## src/rtl/brew_sequencer.sv

```systemverilog
// Coffee machine drink-cycle controller: CHECK, then timed HEAT/DOSE/POUR
// phases from a prescaled tick, with sensor-loss aborts into FAULT.
module brew_sequencer #(
  parameter int         TICK_DIV = 50_000_000,
  parameter logic [7:0] HEAT_T   = 8'd5,
  parameter logic [7:0] DOSE_T   = 8'd2,
  parameter logic [7:0] POUR_S   = 8'd3,
  parameter logic [7:0] POUR_M   = 8'd5,
  parameter logic [7:0] POUR_L   = 8'd8
) (
  input  logic       CLK,
  input  logic       RST,
  input  logic       A,
  input  logic       VL,
  input  logic [1:0] SEL,
  input  logic       SR,
  input  logic       SP,
  input  logic       SN,
  output logic       AQ,
  output logic       PP,
  output logic       P,
  output logic       BUSY,
  output logic       DONE,
  output logic [1:0] ERR,
  output logic [2:0] ST
);

  localparam int PW = $clog2(TICK_DIV) + 1;

  typedef enum logic [2:0] {
    S_IDLE   = 3'd0,
    S_CHECK  = 3'd1,
    S_HEAT   = 3'd2,
    S_DOSE   = 3'd3,
    S_POUR   = 3'd4,
    S_FINISH = 3'd5,
    S_FAULT  = 3'd6
  } state_t;

  state_t          r_state, w_nxt;
  logic [1:0]      r_err, w_err_nxt;
  logic [1:0]      r_size;
  logic            r_a_q;
  logic [PW-1:0]   r_pre;
  logic [7:0]      r_tmr;
  logic [7:0]      w_dur;
  logic            w_tick, w_start, w_done;

  assign w_start = A & ~r_a_q;
  assign w_tick  = (r_pre == PW'(TICK_DIV - 1));
  assign w_done  = w_tick && (r_tmr == w_dur - 8'd1);

  always_comb begin
    w_dur = HEAT_T;
    case (r_state)
      S_DOSE: w_dur = DOSE_T;
      S_POUR: begin
        case (r_size)
          2'b01:   w_dur = POUR_S;
          2'b10:   w_dur = POUR_M;
          default: w_dur = POUR_L;
        endcase
      end
      default: w_dur = HEAT_T;
    endcase
  end

  // Water loss outranks cup loss; aborts outrank phase completion.
  always_comb begin
    w_nxt     = r_state;
    w_err_nxt = r_err;
    case (r_state)
      S_IDLE:
        if (w_start && VL && SEL != 2'b00) w_nxt = S_CHECK;
      S_CHECK:
        if (SR && SP && SN) w_nxt = S_HEAT;
        else begin
          w_nxt     = S_FAULT;
          w_err_nxt = !SR ? 2'b01 : (!SP ? 2'b10 : 2'b11);
        end
      S_HEAT, S_DOSE, S_POUR:
        if (r_state != S_DOSE && !SR) begin
          w_nxt     = S_FAULT;
          w_err_nxt = 2'b01;
        end else if (!SN) begin
          w_nxt     = S_FAULT;
          w_err_nxt = 2'b11;
        end else if (w_done) begin
          w_nxt = (r_state == S_HEAT) ? S_DOSE :
                  (r_state == S_DOSE) ? S_POUR : S_FINISH;
        end
      S_FINISH:
        w_nxt = S_IDLE;
      S_FAULT:
        if (w_start) begin
          w_nxt     = S_IDLE;
          w_err_nxt = 2'b00;
        end
      default: begin
        w_nxt     = S_IDLE;
        w_err_nxt = 2'b00;
      end
    endcase
  end

  always_ff @(posedge CLK or negedge RST) begin
    if (!RST) begin
      r_state <= S_IDLE;
      r_err   <= 2'b00;
      r_a_q   <= 1'b1;
    end else begin
      r_state <= w_nxt;
      r_err   <= w_err_nxt;
      r_a_q   <= A;
    end
  end

  always_ff @(posedge CLK or negedge RST) begin
    if (!RST) begin
      r_pre  <= '0;
      r_tmr  <= 8'd0;
      r_size <= 2'b00;
    end else begin
      r_pre <= w_tick ? '0 : r_pre + 1'b1;
      if (w_nxt != r_state)
        r_tmr <= 8'd0;
      else if (w_tick)
        r_tmr <= r_tmr + 8'd1;
      if (r_state == S_IDLE && w_nxt == S_CHECK)
        r_size <= SEL;
    end
  end

  assign ST   = r_state;
  assign AQ   = (r_state == S_HEAT);
  assign PP   = (r_state == S_DOSE);
  assign P    = (r_state == S_POUR);
  assign DONE = (r_state == S_FINISH);
  assign BUSY = (r_state != S_IDLE) && (r_state != S_FAULT);
  assign ERR  = (r_state == S_FAULT) ? r_err : 2'b00;

endmodule

```

## config.mk

```make
export PLATFORM = sky130hd
export DESIGN_NAME = brew_sequencer
export DESIGN_NICKNAME = d
export VERILOG_FILES = /design/src/rtl/brew_sequencer.sv
export SDC_FILE = /design/constraint.sdc
export NUM_CORES = 1
export LEC_CHECK = 0
export CORE_MARGIN = 10
export CORE_UTILIZATION = 58
export CTS_CLUSTER_DIAMETER = 120
export CTS_CLUSTER_SIZE = 16
export DETAILED_ROUTE_END_ITERATION = 8
export GPL_ROUTABILITY_DRIVEN = 0
export HOLD_SLACK_MARGIN = 0.08
export PLACE_DENSITY = 0.78
export SYNTH_ARGS = -nofsm -noshare
export SYNTH_HDL_FRONTEND = slang
export SYNTH_SLANG_ARGS = --single-unit
```

## constraint.sdc

```tcl
create_clock -name CLK -period 4 [get_ports CLK]
set_clock_uncertainty 0.05 [all_clocks]
set_input_delay 0.6 -clock CLK [delete_from_list [all_inputs] [get_ports CLK]]
set_output_delay 0.6 -clock CLK [all_outputs]
set_load 0.05 [all_outputs]
```

After elaboration in Yosys (flattened, before gate mapping):

Index checks and enable logic that the tools add are counted.

* register bits: 43

* $add $sub $neg: 3
* equality and inequality tests: 17
* mux-type cells: 22
* bitwise logic cells: 3
* reduce and logical (&&, ||, !) cells: 16

Operator list (count)
* $add A27 B1 Y27 const B: 1
* $eq A27 B26 Y1 const B: 1
* $mux W27: 1
* $mux W3: 7
* $mux W8: 2
* $pmux W8 S2: 1
* $mux W2: 6
* $pmux W3 S4: 1
* $eq A3 B3 Y1 const B: 3
* $add A8 B1 Y8 const B: 1
* $eq A8 B8 Y1: 1
* $logic_and A1 B1 Y1: 8
* $pmux W2 S4: 1
* $pmux W4 S2: 1
* $sub A8 B1 Y8 const B: 1
* $eq A3 B1 Y1 const B: 2
* $eq A3 B2 Y1 const B: 2
* $ne A3 B3 Y1 const B: 2
* $ne A2 B2 Y1 const B: 2
* $reduce_and A4 Y1: 1
* $reduce_bool A2 Y1: 2
* $logic_not A3 Y1: 1
* $ne A3 B2 Y1 const B: 1
* $ne A3 B3 Y1: 1
* other kinds (9): 11

Longest topological paths before layout:

Gate-level depths: netlist of the first run.

* word-level depth: 12
* mapped depth: 13

Least setup slack after synthesis of the first run:

OpenSTA, ideal clock, no wires.

* path kind: reg-to-reg
* start: reg r_state[0], in the netlist ST[0]
* end: reg r_tmr[0]
* arrival: 3.672 ns
* required time: 3.822 ns
* path slack: 0.150 ns
* cell stages (with the launch flop): 14
* cell sequence: dfrtp_1 buf_2 nand2b_1 nor2_1 a21oi_1 and3_1 ha_1 xor2_1 nor4_1 nand3_1 a311oi_4 a21oi_2 o211ai_4 nor2_1

* longest elaborated chain between the ends: 11
* elaborated cells between the ends (all ways): 24

Ends and longest elaborated chain
* start, declared: RTL line 40 `state_t r_state, w_nxt;`
* start signal, assigned: RTL line 112 `r_state <= w_nxt;`
* $eq A3 B3 Y1 *
* via P: RTL line 21 `output logic P,`
* $pmux W8 S2: RTL line 55 `case (r_state)`
* $sub A8 B1 Y8: RTL line 51 `assign w_done = w_tick && (r_tmr == w_dur - 8'd1);`
* $eq A8 B8 Y1: RTL line 51
* $logic_and A1 B1 Y1: RTL line 51
* $mux W3: RTL line 88 `end else if (w_done) begin`
* $mux W3: RTL line 85 `end else if (!SN) begin`
* $mux W3: RTL line 82 `if (r_state != S_DOSE && !SR) begin`
* $pmux W3 S4 *: RTL line 72 `case (r_state)`
* $ne A3 B3 Y1 *: RTL line 125 `if (w_nxt != r_state)`
* $mux W8 / $reduce_bool A2 Y1 (equally long branches)
* end signal, assigned: RTL line 128 `r_tmr <= r_tmr + 8'd1;`
* end, declared: RTL line 45 `logic [7:0] r_tmr;`

Mark *: on every way through the listed nets, which the timed path passes. The rest lies on a longest branch.
A chain may end at the register's enable or synchronous reset.

Final worst setup path of the first run:

* start: reg r_state[2], in the netlist ST[2]
* end: reg r_tmr[1]

* longest elaborated chain between the ends: 11
* elaborated cells between the ends (all ways): 24

Ends and longest elaborated chain (RTL line)
* $eq A3 B3 Y1 / $eq A3 B2 Y1 (equally long branches): 55, 72, 90
* $pmux W8 S2: 55
* $sub A8 B1 Y8: 51
* $eq A8 B8 Y1: 51
* $logic_and A1 B1 Y1: 51
* $mux W3: 88
* $mux W3: 85
* $mux W3: 82
* $pmux W3 S4: 72
* $ne A3 B3 Y1 *: 125
* $mux W8 / $reduce_bool A2 Y1 (equally long branches)

Mark *: on every way between the ends. The rest lies on a longest branch, timed or not.

==> results.md, run 1 <==
- Outcome: completed
- CTS buffer count: 5
- PortBufs: 18
- Nets@finish: 307
- Area of the die: 0.007420 mm2
- Clock root cell: clkbuf_8
- Final hold violation count: 0
- CP Data Arrival Time: 3.45 ns
- Hold crit path type: primary input to asynchronous set/reset pin
- Synthesis-stage register bit count: 43
- Post-Synth XOR/XNOR Area: 12.77%
- H-tree levels: 2
- Final wirelength: 5226 um
- Top post-synthesis cells by count: 42 x dfrtp_1, 42 x nor2_1, 23 x xor2_1, 18 x nand2_1, 18 x nand3_1
- Postcts setup bufs: 0
- Starting Density: 61.66%
- Cell count after synthesis: 274
- Number of fillers in the final layout: 329
- Critical path class: register to register
- F_max: 300.3 MHz
- Setup WS post-layout: 0.6697 ns
- Crit path top cell by count: nor2_1
- GRT Util Overall: 14.91%
- Largest net degree at the start of global routing: 44
- Mux contribution to synthesized area: 1.282%
- Tightest Pin Transition: 0.9378 ns
- Post-Place Worst Slack: 0.7124 ns
- Die X-Extent: 86.14 um
- Period minus WS final: 3.330 ns
- Cell Area, Synth: 0.002537 mm2
- Crit Path Max Fanout: 18
- Via density: 5.933
- Number of gates resized after CTS: 0
- Synth async-reset ratio: 100.0%
- Die H: 86.14 um
- Total number of vias: 2035
- Total gr overflow: 0
- Post-synth top area share: 41.42%
- Post-synthesis adder-cell area fraction: 2.959%
- Startpoint Class: register
- Max Cap Viol: 0
- First-pass GRT wire length: 9377 um
- Ordered cell list for the critical path: nand2b_1 > nor2_1 > a21oi_1 > and3_1 > ha_1 > xnor2_1 > nor4_1 > nand3_1 > a311oi_4 > a21oi_2 > o211ai_4 > nor2_1
- Skew-Pair Late Insertion Delay: 0.29 ns
- Initial DRC count: 139
- Area growth syn-to-layout: 12.33%
- Largest family of logic cells by synthesized area: simple AND/OR/NAND/NOR gates
- DRC errors left: 0
- Post-Synth Simple-Gate Area: 26.82%
- Post-CTS Hold Fix Bufs: 0
- Setup TNS Final: 0 ns
- Fraction of layout cells with a size suffix above 1: 7.850%
- Routing usage on met1: 20.18%
- Setup crit end kind: register
- Boundary Pins: 19
- DR pass1 iterations: 4
- Clock transition at path regs: 0.08 ns
- Met2 Usage GRT: 22.38%
- Power Density: 479.2 mW/mm2
- Core area: 0.004115 mm2
- Synth area leader: dfrtp_1
- Average size of a mapped cell: 9.261 um2
- Sequential area share after synthesis: 42.46%
- Slowest CP cell: dfrtp_1
- Synth Area in Compound Gates: 10.70%
- Clock sink count: 43
- Vias in the first global route: 2051
- Maximum vdd drop: 0.5007 mV
- Ys Warns: 0
- Max clock buf depth: 2
- CP max stage delay: 0.66 ns
- Max Slew Vio Count: 0
- Placement row count: 23
- Drt wl/cell: 15.24 um
- Leak: 1.237 nW
- Post-synth EDFFs: 0
- # diodes: 0
- Placed cell area: 0.002751 mm2
- Layer carrying the most global-route usage: met2
- Initial antenna violation count: 0
- Final setup violation count: 0
- Unique cell type count in the Yosys netlist: 49
- Synth Flop Type: dfrtp_1
- Req. time, crit path: 4.12 ns
- Post-route ant nets: 0
- Post-DP HPWL: 3764 um
- Met3 usage: 4.257%
- CTS tree: done
- RSZ-0062 raised after global routing: false
- Fin crit share: 83.26%
- Design area: 0.002850 mm2
- Max-slew headroom: 37.48%
- Largest cells by area after synthesis: dfrtp_1 41%, xor2_1 7.9%, nor2_1 6.2%
- Syn Nets: 289
- Hold Slack: 0.3958 ns
==> placed cells by master (no fill, tap or decap), types with 4 or more instances in the layout <==
cell type | netlist | layout
nor4_1 | 5 | 5
xnor2_1 | 14 | 14
inv_1 | 7 | 7
and3_1 | 9 | 9
nand4_1 | 5 | 5
clkdlybuf4s50_1 | 0 | 17
and4_1 | 4 | 4
nand3_1 | 18 | 18
o21ai_0 | 9 | 9
nand2_1 | 18 | 18
nor2_1 | 42 | 42
ha_1 | 6 | 6
dfrtp_1 | 42 | 42
a21oi_1 | 7 | 7
nor3_1 | 8 | 8
xor2_1 | 23 | 23
clkbuf_8 | 0 | 6
==> path summary, 6_finish.rpt <==
kind | start | end | slack (ns) | depth (start not counted)
hold / removal | RST | r_pre[9] | 0.40 | 1
setup reg to reg | ST[2] | r_tmr[1] | 0.67 | 12
hold reg to reg | r_pre[26] | r_pre[26] | 0.43 | 1
max in group asynchronous | RST | r_err[1] | 2.93 | 1
min in group CLK | r_pre[26] | r_pre[26] | 0.43 | 1
setup / recovery | ST[2] | r_tmr[1] | 0.67 | 12
==> flip-flops by register name, indices dropped and copies added, names as in the netlist <==
| signal | flops |
|---|---|
| r_a_q | 1 |
| r_tmr | 8 |
| ST | 3 |
| r_size | 2 |
| r_pre | 27 |
| r_err | 2 |
==> layout make-up <==
| type | instances | area (um2) | area share, % |
|---|---|---|---|
| clock buffers | 6 | 82.58 | 2.897 |
| clock inverters | 2 | 16.27 | 0.5707 |
| inverters | 10 | 37.54 | 1.317 |
| multi-input cells | 212 | 1384 | 48.55 |
| flip-flops and latches | 43 | 1077 | 37.80 |
| well taps | 50 | 62.56 | 2.195 |
| repair buffers | 20 | 190.2 | 6.673 |
==> through the flow <==
step | cells | utilization [%] | total power, mW
after floorplan | 274 | - | 0.9302
after CTS | 343 | 69.26 | 1.374
after detailed placement | 335 | 66.86 | 1.081
after global routing | 343 | 69.26 | 1.452
after global placement | 335 | 66.86 | 1.078
final | 343 | 69.26 | 1.366
==> cells by family (layout without fill, tap and decap cells) <==
group / count (synthesis) / count (layout)
AOI/OAI and AO/OA: 37 / 37
DFF: 43 / 43
xor gates and xnor gates: 37 / 37
and+or+nand+nor: 129 / 129
muxes: 3 / 3
adders and majority gates: 6 / 6
buffers and inverters: 19 / 38
==> layer usage <==
metal / wire length (um) / share of wire [%] / vias up
met1: 2498 / 48 / 959
met2: 2320 / 44 / 59
li1: - / - / 1013
met3: 357 / 6.8 / 4
met4: 50 / 0.96 / 0
met5: 0 / 0 / -
==> where the power goes <==
group / switching (mW) / internal [mW]
Sequential: 0.0569 / 0.461
Clock: 0.150 / 0.141
Combinational: 0.354 / 0.203
==> worst max-delay path: cells and delay by family, from the launching register on <==
family,cells,cell delay (ns)
fa+ha+maj,1,0.29
xor+xnor,1,0.13
flops,1,0.66
simple gates,6,1.09
compound gates,4,0.99
Note: power is estimated with default switching activity, not from simulation.
==> inputs of run 2 (changes only) <==
==> constraint.sdc (replaced) <==
create_clock -name CLK -period 3.3 [get_ports CLK]
set_clock_uncertainty 0.05 [all_clocks]
set_input_delay 0.495 -clock CLK [delete_from_list [all_inputs] [get_ports CLK]]
set_output_delay 0.495 -clock CLK [all_outputs]
set_load 0.05 [all_outputs]
==> run 2 against run 1 <==
Effect of this change: via count rose by 0.74%; die area unchanged; final cell count up 1.5%; critical path depth is the same; design area up 2.0%; critical path type unchanged; largest cell class unchanged.
==> results.md, run 2 (same netlist as run 1, synthesis figures left out) <==
- Largest net degree at the start of global routing: 44 (unchanged)
- Most common cell after layout, fill and taps aside: nor2_1
- RSZ-0062 raised after global routing: false
- Clock share of power: 21.1% (-0.2 points)
- Final Non-Filler Cells: 348 (+1.5%)
- Drt wl/cell: 15.75 um (+3.4%)
- Delay-heaviest family, CP: simple AND/OR/NAND/NOR gates
- Post-DP HPWL: 3883 um (+3.2%)
- Placement row count: 23 (unchanged)
- Core area: 0.004115 mm2 (unchanged)
- Initial DRC count: 137 (-1.4%)
- CP Data Arrival Time: 3.24 ns (-0.21 ns)
- Hold Slack: 0.2770 ns (-0.1189 ns)
- Final wirelength: 5481 um (+4.9%)
- Slowest CP cell: dfrtp_2
- H-tree levels: 2 (unchanged)
- Max Cap Viol: 0 (unchanged)
- Crit Path Max Fanout: 11 (-7)
- Fraction of layout cells with a size suffix above 1: 10.74% (+2.9 points)
- PortBufs: 18 (unchanged)
- Max Slew Vio Count: 0 (unchanged)
- Period minus WS final: 3.116 ns (-0.2140 ns)
- Nets@finish: 312 (+1.6%)
- Combinational power share: 41.7% (+1.0 points)
- Post-route ant nets: 0 (unchanged)
- Post-CTS Hold Fix Bufs: 0 (unchanged)
- Tightest Pin Transition: 0.9290 ns (-0.008758 ns)
- Final hold violation count: 0 (unchanged)
- Critical path class: register to register
- Clock root cell: clkbuf_8
- Reg-to-reg setup timing slack: 0.18 ns (-0.49 ns)
- Internal power: 983.9 uW (+22%)
- Clock sink count: 43 (unchanged)
- First-pass GRT wire length: 9321 um (-0.60%)
- CTS tree: done
- Total gr overflow: 0 (unchanged)
- Net switching power: 719.7 uW (+28%)
- Boundary Pins: 19 (unchanged)
- Most flop-heavy register: r_pre
- GRT Util Overall: 14.95% (+0.035 points)
- Clock transition at path regs: 0.09 ns (about the same)
- Skew-Pair Late Insertion Delay: 0.30 ns (about the same)
- Max-slew headroom: 38.07% (+0.58 points)
- Maximum vdd drop: 0.4253 mV (-15%)
- Vias in the first global route: 1991 (-2.9%)
- DRC errors left: 0 (unchanged)
- Ordered cell list for the critical path: nand2b_1 > nor2_4 > a21oi_1 > and3_1 > ha_1 > xor2_1 > nor4_1 > nand3_1 > a311oi_4 > a21oi_2 > o211ai_4 > nor2_1
- CTS buffer count: 5 (unchanged)
- Area growth syn-to-layout: 14.55%
- Req. time, crit path: 3.42 ns (-0.70 ns)
- Bufs and invs on worst path: 0 (unchanged)
- Hold crit path type: primary input to asynchronous set/reset pin
- Fin crit share: 94.43% (+11 points)
- Area of the die: 0.007420 mm2 (unchanged)
- Die H: 86.14 um (unchanged)
- Setup WS post-layout: 0.1837 ns (-0.4860 ns)
- Setup crit end kind: register
- Startpoint Class: register
- Via density: 5.891 (-0.71%)
- Power Density: 586.1 mW/mm2 (+22%)
- Dpl cells: 338 (+0.90%)
- Max clock buf depth: 2 (unchanged)
- Net Sw Frac: 42.25% (+1.2 points)
- Outcome: completed
- Max reg flops: 27 (unchanged)
- Final setup violation count: 0 (unchanged)
- Total number of vias: 2050 (+0.74%)
- Initial antenna violation count: 0 (unchanged)
- Die X-Extent: 86.14 um (unchanged)
- F_max: 320.9 MHz (+6.9%)
- Starting Density: 61.66% (unchanged)
- # diodes: 0 (unchanged)
- DR pass1 iterations: 4 (unchanged)
- Most frequent cells in the layout: 41 x nor2_1, 39 x dfrtp_1, 23 x xor2_1
- Leak: 1.268 nW (+2.5%)
- Setup TNS Final: 0 ns (unchanged)
- Post-Place Worst Slack: 0.2042 ns (-0.5082 ns)
- CP max stage delay: 0.50 ns (-0.16 ns)
- Sequential share of power: 37.2% (-0.7 points)
==> run 2: cell types whose count changed in the layout (fill, tap and decap cells not counted), sizes merged <==
cell / before / now
inv: 8 / 10
clkbuf: 6 / 5
clkinvlp: 1 / 0
buf: 3 / 8
==> run 2: path summary, 6_finish.rpt <==
check                          from         to  depth (start not counted)
min in group CLK           r_pre[0]   r_pre[0]                          1
min                             RST  r_pre[18]                          1
min reg2reg                r_pre[0]   r_pre[0]                          1
max reg2reg                   ST[0]   r_tmr[5]                         12
max                           ST[0]   r_tmr[5]                         12
max in group asynchronous       RST      ST[1]                          1
==> run 2: final cells by class <==
cell class                      count  area, um2
Multi-Input combinational cell    212       1400
Fill cell                         338       1209
Sequential cell                    43       1084
Timing Repair Buffer               25      227.7
Clock buffer                        5      68.82
Tap cell                           50      62.56
Inverter                           10      37.54
Clock inverter                      3      26.28
==> run 2: layer usage <==
metal | part of all wire (%) | vias to the layer above | global-route usage (%)
met4 | 0.46 | 0 | 2.994
li1 | - | 1016 | -
met5 | 0 | - | 0
met3 | 5.5 | 4 | 4.352
met1 | 49 | 973 | 20.93
met2 | 45 | 57 | 22.18
==> run 2: stage by stage <==
stage	power (mW)	instance area (um2)	util, %
2_1_floorplan	1.137	2547	-
3_3_place_gp	1.332	2784	67.65
4_1_cts	1.698	2879	69.96
5_1_grt	1.811	2907	70.63
6_report	1.704	2907	70.63
3_5_place_dp	1.331	2784	67.65
==> run 2: power by group through the flow <==
| stage | Clock [mW] | Sequential (mW) | Combinational (mW) |
|---|---|---|---|
| after floorplan | 0 | 0.635 | 0.502 |
| after global placement | 0 | 0.631 | 0.701 |
| after detailed placement | 0 | 0.635 | 0.696 |
| after CTS | 0.368 | 0.624 | 0.705 |
| after global routing | 0.390 | 0.642 | 0.778 |
| final | 0.359 | 0.634 | 0.710 |
==> run 2: repair_timing <==
item                                    4_1_cts  5_1_grt
hold endpoints to repair                      0        0
gates resized for setup                       0        3
setup buffers                                 0        2
endpoints found under the setup margin        0        8
==> run 2: worst register-to-register path, stage by stage (launching register included) <==
cell	delay (ns)
dfrtp_2	0.50
nand2b_1	0.28
nor2_4	0.20
a21oi_1	0.12
and3_1	0.18
ha_1	0.19
xor2_1	0.16
nor4_1	0.26
nand3_1	0.16
a311oi_4	0.39
a21oi_2	0.13
o211ai_4	0.30
nor2_1	0.09
==> inputs of run 3 (changes only) <==
--- a/config.mk
+++ b/config.mk
@@ -5,6 +5,7 @@
 export SDC_FILE = /design/constraint.sdc
 export NUM_CORES = 1
 export LEC_CHECK = 0
+export CAP_MARGIN = 20
 export CORE_MARGIN = 10
 export CORE_UTILIZATION = 58
 export CTS_CLUSTER_DIAMETER = 120
@@ -13,6 +14,7 @@
 export GPL_ROUTABILITY_DRIVEN = 0
 export HOLD_SLACK_MARGIN = 0.08
 export PLACE_DENSITY = 0.78
+export SKIP_CTS_REPAIR_TIMING = 1
 export SYNTH_ARGS = -nofsm -noshare
 export SYNTH_HDL_FRONTEND = slang
 export SYNTH_SLANG_ARGS = --single-unit
==> results of run 3 <==
No change in the layout: final DEF, timing and power equal those of run 2.
